===== config.mk =====
export PLATFORM = sky130hd
export DESIGN_NAME = blk_alloc_ctrl
export DESIGN_NICKNAME = d
export VERILOG_FILES = /design/src/rtl/blk_alloc_pkg.sv /design/src/rtl/blk_alloc_ctrl_pf_fifo.sv /design/src/rtl/blk_alloc_ctrl.sv
export SDC_FILE = /design/constraint.sdc
export NUM_CORES = 1
export LEC_CHECK = 0
export ABC_CLOCK_PERIOD_IN_PS = 3680
export BUFFER_PORTS_ARGS = -buffer_cell sky130_fd_sc_hd__buf_4
export CORE_AREA = 2 2 87 89
export CTS_CLUSTER_SIZE = 20
export DETAILED_ROUTE_END_ITERATION = 7
export DIE_AREA = 0 0 89 91
export GPL_TIMING_DRIVEN = 0
export HOLD_SLACK_MARGIN = 0.06
export PLACE_DENSITY = 0.8
export SYNTH_ARGS = -nofsm -noshare
export SYNTH_HDL_FRONTEND = slang
export SYNTH_SLANG_ARGS = --single-unit

===== constraint.sdc =====
create_clock -name clk -period 3.68 [get_ports clk]
set_input_delay 0.736 -clock clk [delete_from_list [all_inputs] [get_ports clk]]
set_output_delay 0.736 -clock clk [all_outputs]
set_load 0.02 [all_outputs]

===== src/rtl/blk_alloc_pkg.sv =====
// blk_alloc_pkg: shared FSM encoding and bitmap write constants for the block allocator.
package blk_alloc_pkg;
    typedef enum logic [1:0] {ST_IDLE, ST_MARK, ST_WAIT} state_e;
    localparam int SETTLE_MIN = 2;
    localparam logic SET_VAL = 1'b1;
    localparam logic CLR_VAL = 1'b0;
endpackage


===== src/rtl/blk_alloc_ctrl_pf_fifo.sv =====
// alloc_pf_fifo: show-ahead FIFO holding pre-marked free block addresses.
module alloc_pf_fifo #(
    parameter int W = 10,
    parameter int DEPTH = 4,
    localparam int AW = $clog2(DEPTH)
) (
    input  logic          clk,
    input  logic          rst,
    input  logic          push,
    input  logic [W-1:0]  din,
    input  logic          pop,
    output logic [W-1:0]  head,
    output logic [AW:0]   count,
    output logic          empty
);
    logic [W-1:0] mem_q [DEPTH];
    logic [W-1:0] mem_d [DEPTH];
    logic [AW-1:0] wr_q, wr_d, rd_q, rd_d;
    logic [AW:0] count_q, count_d;
    logic do_push, do_pop;

    // a push into a full FIFO is accepted only when the same cycle pops
    always_comb begin
        do_pop = pop && (count_q != '0);
        do_push = push && ((count_q != (AW+1)'(DEPTH)) || do_pop);
        mem_d = mem_q;
        if (do_push) mem_d[wr_q] = din;
        wr_d = do_push ? wr_q + 1'b1 : wr_q;
        rd_d = do_pop ? rd_q + 1'b1 : rd_q;
        count_d = count_q + (AW+1)'(do_push) - (AW+1)'(do_pop);
    end

    always_ff @(posedge clk or posedge rst) begin
        if (rst) begin
            for (int i = 0; i < DEPTH; i++) mem_q[i] <= '0;
            wr_q <= '0;
            rd_q <= '0;
            count_q <= '0;
        end else begin
            mem_q <= mem_d;
            wr_q <= wr_d;
            rd_q <= rd_d;
            count_q <= count_d;
        end
    end

    assign head = mem_q[rd_q];
    assign count = count_q;
    assign empty = (count_q == '0);
endmodule


===== src/rtl/blk_alloc_ctrl.sv =====
// blk_alloc_ctrl: marks the bitmap's lowest free block used, prefetches it for cache
// writers, and forwards released blocks to the bitmap as clears.
module blk_alloc_ctrl
    import blk_alloc_pkg::*;
#(
    parameter int ADDR_W = 10,
    parameter int PF_DEPTH = 4,
    parameter int SETTLE = 2,
    localparam int CW = $clog2(PF_DEPTH) + 1
) (
    input  logic              clk,
    input  logic              rst,
    input  logic [ADDR_W-1:0] bm_emp_addr,
    input  logic              bm_emp_vld,
    output logic              bm_set_en,
    output logic [ADDR_W-1:0] bm_set_addr,
    output logic              bm_set_val,
    output logic              bm_clr_en,
    output logic [ADDR_W-1:0] bm_clr_addr,
    output logic              bm_clr_val,
    input  logic              alloc_req,
    output logic              alloc_gnt,
    output logic [ADDR_W-1:0] alloc_addr,
    output logic              alloc_empty,
    input  logic              free_vld,
    input  logic [ADDR_W-1:0] free_addr,
    output logic [CW-1:0]     pf_count,
    output logic [ADDR_W:0]   held_cnt
);
    localparam int SETTLE_EFF = (SETTLE < SETTLE_MIN) ? SETTLE_MIN : SETTLE;
    localparam int SW = $clog2(SETTLE_EFF);

    state_e state_q, state_d;
    logic [ADDR_W-1:0] set_addr_q, set_addr_d, clr_addr_q, clr_addr_d;
    logic [SW-1:0] settle_q, settle_d;
    logic clr_en_q, clr_en_d;
    logic [ADDR_W:0] held_cnt_q, held_cnt_d;
    logic fifo_empty, room;

    alloc_pf_fifo #(.W(ADDR_W), .DEPTH(PF_DEPTH)) u_fifo (
        .clk(clk),
        .rst(rst),
        .push(state_q == ST_MARK),
        .din(set_addr_q),
        .pop(alloc_gnt),
        .head(alloc_addr),
        .count(pf_count),
        .empty(fifo_empty)
    );

    assign alloc_gnt = alloc_req && !fifo_empty;
    assign alloc_empty = fifo_empty;
    assign room = (pf_count - CW'(alloc_gnt)) < CW'(PF_DEPTH);

    // the bitmap's free address lags a mark by two stages, so WAIT hides it
    always_comb begin
        state_d = state_q;
        set_addr_d = set_addr_q;
        settle_d = settle_q;
        unique case (state_q)
            ST_IDLE: if (bm_emp_vld && room) begin
                set_addr_d = bm_emp_addr;
                state_d = ST_MARK;
            end
            ST_MARK: begin
                settle_d = SW'(SETTLE_EFF - 1);
                state_d = ST_WAIT;
            end
            ST_WAIT: if (settle_q == '0) state_d = ST_IDLE;
                     else settle_d = settle_q - 1'b1;
            default: state_d = ST_IDLE;
        endcase
        clr_en_d = free_vld;
        clr_addr_d = free_addr;
        held_cnt_d = (alloc_gnt && !free_vld) ? held_cnt_q + 1'b1 :
                     (free_vld && !alloc_gnt && held_cnt_q != '0) ? held_cnt_q - 1'b1 :
                     held_cnt_q;
    end

    always_ff @(posedge clk or posedge rst) begin
        if (rst) begin
            state_q <= ST_IDLE;
            set_addr_q <= '0;
            settle_q <= '0;
            clr_en_q <= 1'b0;
            clr_addr_q <= '0;
            held_cnt_q <= '0;
        end else begin
            state_q <= state_d;
            set_addr_q <= set_addr_d;
            settle_q <= settle_d;
            clr_en_q <= clr_en_d;
            clr_addr_q <= clr_addr_d;
            held_cnt_q <= held_cnt_d;
        end
    end

    assign bm_set_en = (state_q == ST_MARK);
    assign bm_set_addr = set_addr_q;
    assign bm_set_val = SET_VAL;
    assign bm_clr_en = clr_en_q;
    assign bm_clr_addr = clr_addr_q;
    assign bm_clr_val = CLR_VAL;
    assign held_cnt = held_cnt_q;
endmodule

==> results.txt <==
----------------------------------------------------
[Timing]
  Hold Fails Final Rpt ... 0
  Number of max-slew violations in the final report ... 0
  Setup TNS ... 0 ns
  Endpoints failing setup ... 0
  Fmax achieved ... between 300 and 400 MHz
  Worst Max-Slew Pin Slew ... 0.639 ns
  Final worst clock skew ... 0.00882 ns
  Minimum hold slack ... 0.281 ns
  Unrepaired setup endpoints after global routing ... false
  Share of the cycle needed by the critical path after routing ... 0.836
  Remaining max-slew budget at the tightest pin ... 0.574
  Min Clock Period, post-route ... 3.08 ns

[Floorplanning]
  Site Rows ... 31
  Core region area ... between 0.007 and 0.008 mm²
  Starting Density ... 0.541
  Die span in y ... 91 µm
  Die Wd ... 89 µm
  IO Pins ... 75
  Area enclosed by the die boundary ... slightly above 0.008 mm²

[Clock network]
  Sink Count ... between 80 and 90
  Post-CTS Resized ... 0
  Clock latency reported for the late side of the worst-skew pair ... between 0.3 and 0.4 ns
  Number of buffers created by CTS ... 9
  Post-CTS Repair Setup Buffers ... 0
  TritonCTS clock tree ... built
  Clock buffer depth ... 2
  Clock slew seen by the registers of the worst setup and hold paths ... approximately 0.08 ns
  CTS H-Tree Depth ... 3
  Root buffer cell ... sky130_fd_sc_hd__clkbuf_8
  Hold-fix buffers, CTS ... 0

[Logic synthesis]
  Fraction of synthesized cell area in xor and xnor cells ... 0.0295
  Complex-gate fraction of the synthesized area ... 0.0719
  Area share of fa/ha/maj cells after synthesis ... 0.0687
  Synth unique cells ... 42
  Netlist Area Pre-Place ... just under 0.004 mm²
  Post-synth net total ... 323
  Area share of and/or/nand/nor cells after synthesis ... 0.0538
  Top cells by area, synth ... sky130_fd_sc_hd__dfrtp_1, sky130_fd_sc_hd__mux2_2, sky130_fd_sc_hd__ha_1, sky130_fd_sc_hd__mux4_2, sky130_fd_sc_hd__xnor2_1
  Post-synthesis sequential area ratio ... 0.531
  Flip-flop and latch count after synthesis ... 82
  Top cell type's share of synthesized area ... 0.531
  Yosys top cell by area ... sky130_fd_sc_hd__dfrtp_1
  Main combinational cell family by area after synthesis ... multiplexers
  Number of warnings printed during yosys synthesis ... 0
  Mean area per synthesized cell ... 13.9 µm²
  Synthesized netlist cell count ... ~280
  Multiplexer share of the synthesized area ... 0.218

[Critical path]
  R2R Path Start ... u_fifo.count[2]$_DFF_PP0_
  Reg2reg end ... held_cnt[10]$_DFFE_PP0P_
  Critical path launch point type ... register
  Critical setup path kind ... reg -> reg
  CP max stage delay ... around 0.47 ns
  Max FO, Critical Path ... 10
  Path depth of the worst reg2reg path ... 9
  Bufs and invs on worst path ... 1
  Crit path max-delay family ... compound AO/OA/AOI/OAI gates
  CP arrival ... between 3 and 4 ns
  Required time at the worst-slack endpoint ... 3.96 ns
  Critical-path cell list ... o31a_4 -> and2_1 -> inv_1 -> ha_1 -> a21o_1 -> a221oi_2 -> o21bai_1 -> mux2i_1 -> xnor2_1
  Register-to-register setup slack ... 0.60 ns
  Slowest stage cell, crit path ... sky130_fd_sc_hd__dfrtp_1
  Sort of element at the end of the critical path ... register

[Finish]
  Fill cell count ... 558
  Final #Nets ... 407
  End-of-flow core utilization ... 0.665
  Storage cell area ... just over 0.002 mm²
  Area growth syn-to-layout ... 22.8%
  Final antenna diode count ... 0
  Share of cells above drive strength 1 ... 0.450
  Multi-input logic area ... 0.00171 mm²
  Final Cell Area ... between 0.004 and 0.005 mm²

[GRT]
  Largest net degree at the start of global routing ... 74
  Antenna violations before repair ... 0
  Global-route total usage across every layer ... 0.198
  GRT overflow ... 0
  First-pass GRT wire length ... 12200 µm
  Number of global-route vias before repair ... around 2.5k

[Routing]
  DRC viols ... 0
  Drt total wl ... around 7500 µm
  Via-to-Cell Ratio ... 5.34
  Violation count after the first detailed-routing iteration ... 83
  DR vias ... 2489
  Routed wire length per instance ... 16.1 µm
  Count of TritonRoute iterations in the first routing pass ... 4
  Number of nets still failing antenna checks after routing ... 0

[Power]
  Leakage power total ... 2.27 nW
  Cell area power density ... 971 mW/mm²
  Power, Total ... ~4.6 mW
  Maximum VDD drop ... 0.501 mV

[Placed design]
  Number of I/O port buffers ... 72
  RePlAce Congestion ... roughly 0.86
  Hpwl dp ... 5180 µm
  Instance area at placement ... 0.00456 mm²

[Job]
  Max-cap viol count ... 0

[Run status]
  Outcome ... finished clean

[Min path]
  Type of the tightest min-delay check ... in -> async

----------------------------------------------------
-- cell type report --
class	instances	share of cell area
flip-flops and latches	82	0.432
multi-input cells	174	0.361
repair buffers	73	0.120
clock buffers	10	0.0290
well taps	99	0.0261
inverters	15	0.0124
clock inverters	6	0.0105
plain buffers	7	0.00896
-- layer usage --
layer  vias up  GRT usage  share of wire
met2        50      0.320           0.51
met4         0     0.0672          0.012
met3         9     0.0355          0.037
met1      1263      0.269           0.44
li1       1167          -              -
met5         -          0              0
-- sequential cells by signal, indices dropped and copies added (netlist names), 2 cells and up --
name	cells
u_fifo.rd_q	2
u_fifo.mem_q	40
held_cnt	11
bm_set_addr	10
bm_clr_addr	10
state_q	2
u_fifo.wr_q	2
u_fifo.count	3
-- layout by cell type (no fill, tap or decap), drive strengths merged, types with 5 or more instances in the layout --
master  count
nor2        5
mux2       52
dfrtp      82
inv        17
mux4       10
ha         18
clkbuf     12
o21ai      13
xor2        6
nand2      19
a21oi       7
buf        78
xnor2       7
-- worst max path at each step --
stage | start | slack (ns) | endpoint | cells after the start
6_report | u_fifo.count[2]$_DFF_PP0_ | 0.60 | held_cnt[10]$_DFFE_PP0P_ | 9
5_1_grt | u_fifo.count[0]$_DFF_PP0_ | 0.43 | held_cnt[10]$_DFFE_PP0P_ | 9
4_1_cts | u_fifo.count[2]$_DFF_PP0_ | 0.60 | held_cnt[10]$_DFFE_PP0P_ | 9
3_5_place_dp | alloc_req | 0.47 | held_cnt[10]$_DFFE_PP0P_ | 10
3_3_place_gp | rst | -0.08 | u_fifo.mem_q[23]$_DFFE_PP0P_ | 2
2_1_floorplan | rst | 0.84 | bm_clr_addr[0]$_DFF_PP0_ | 1
-- power breakdown --
part	switching [mW]	leakage [nW]	internal, mW
clock	0.336	0.0948	0.271
sequential	0.336	0.985	1.31
combinational	1.18	1.19	1.19
total	1.85	2.27	2.76
-- kinds of logic (layout without fill, tap and decap cells) --
group | Yosys count | after routing
DFF | 82 | 82
muxes | 65 | 65
AOI/OAI and AO/OA | 37 | 37
and+or+nand+nor | 37 | 37
buffers and inverters | 22 | 111
adders and majority gates | 20 | 20
xor gates and xnor gates | 13 | 13
other | 2 | 2
-- worst register-to-register path, cell delays in order, from the launching register on --
cell and delay (ns):
sky130_fd_sc_hd__dfrtp_1 0.47, sky130_fd_sc_hd__o31a_4 0.41, sky130_fd_sc_hd__and2_1 0.22, sky130_fd_sc_hd__inv_1 0.31, sky130_fd_sc_hd__ha_1 0.38, sky130_fd_sc_hd__a21o_1 0.24, sky130_fd_sc_hd__a221oi_2 0.42, sky130_fd_sc_hd__o21bai_1 0.16
sky130_fd_sc_hd__mux2i_1 0.26, sky130_fd_sc_hd__xnor2_1 0.15
-- Yosys cell counts --
cell / instances
sky130_fd_sc_hd__o31a_1: 2
sky130_fd_sc_hd__a21oi_1: 7
sky130_fd_sc_hd__ha_1: 18
sky130_fd_sc_hd__buf_4: 4
sky130_fd_sc_hd__o21ai_1: 2
sky130_fd_sc_hd__dfrtp_1: 82
sky130_fd_sc_hd__o31a_4: 1
sky130_fd_sc_hd__a21o_1: 3
sky130_fd_sc_hd__clkbuf_1: 2
sky130_fd_sc_hd__nand4_1: 1
sky130_fd_sc_hd__mux2_2: 52
sky130_fd_sc_hd__o21bai_1: 1
sky130_fd_sc_hd__a41o_1: 1
sky130_fd_sc_hd__a2111oi_0: 1
sky130_fd_sc_hd__and3_1: 2
sky130_fd_sc_hd__a311oi_4: 1
sky130_fd_sc_hd__buf_2: 1
sky130_fd_sc_hd__a211oi_1: 1
sky130_fd_sc_hd__mux4_2: 10
sky130_fd_sc_hd__a21boi_0: 1
sky130_fd_sc_hd__o31ai_1: 1
sky130_fd_sc_hd__nand3_1: 1
sky130_fd_sc_hd__xor2_1: 6
sky130_fd_sc_hd__conb_1: 2
sky130_fd_sc_hd__nor4_1: 3
sky130_fd_sc_hd__xnor2_1: 7
sky130_fd_sc_hd__and2_1: 2
sky130_fd_sc_hd__o211a_1: 1
sky130_fd_sc_hd__nor2_1: 4
sky130_fd_sc_hd__nand2_1: 15
sky130_fd_sc_hd__nand2_4: 4
sky130_fd_sc_hd__o21ai_0: 11
sky130_fd_sc_hd__a221oi_2: 1
sky130_fd_sc_hd__inv_1: 15
sky130_fd_sc_hd__o41a_1: 1
sky130_fd_sc_hd__a31o_1: 1
sky130_fd_sc_hd__and4_1: 1
sky130_fd_sc_hd__nor2b_1: 1
sky130_fd_sc_hd__fa_1: 2
sky130_fd_sc_hd__nor2_4: 1
sky130_fd_sc_hd__nor3_1: 2
sky130_fd_sc_hd__mux2i_1: 3
-- stage by stage --
step	cells	setup WS, ns
final	466	0.603
after global routing	466	0.434
after CTS	466	0.604
after detailed placement	450	0.468
after global placement	449	-0.0798
after floorplan	278	0.836
Note: power is estimated with default switching activity, not from simulation.
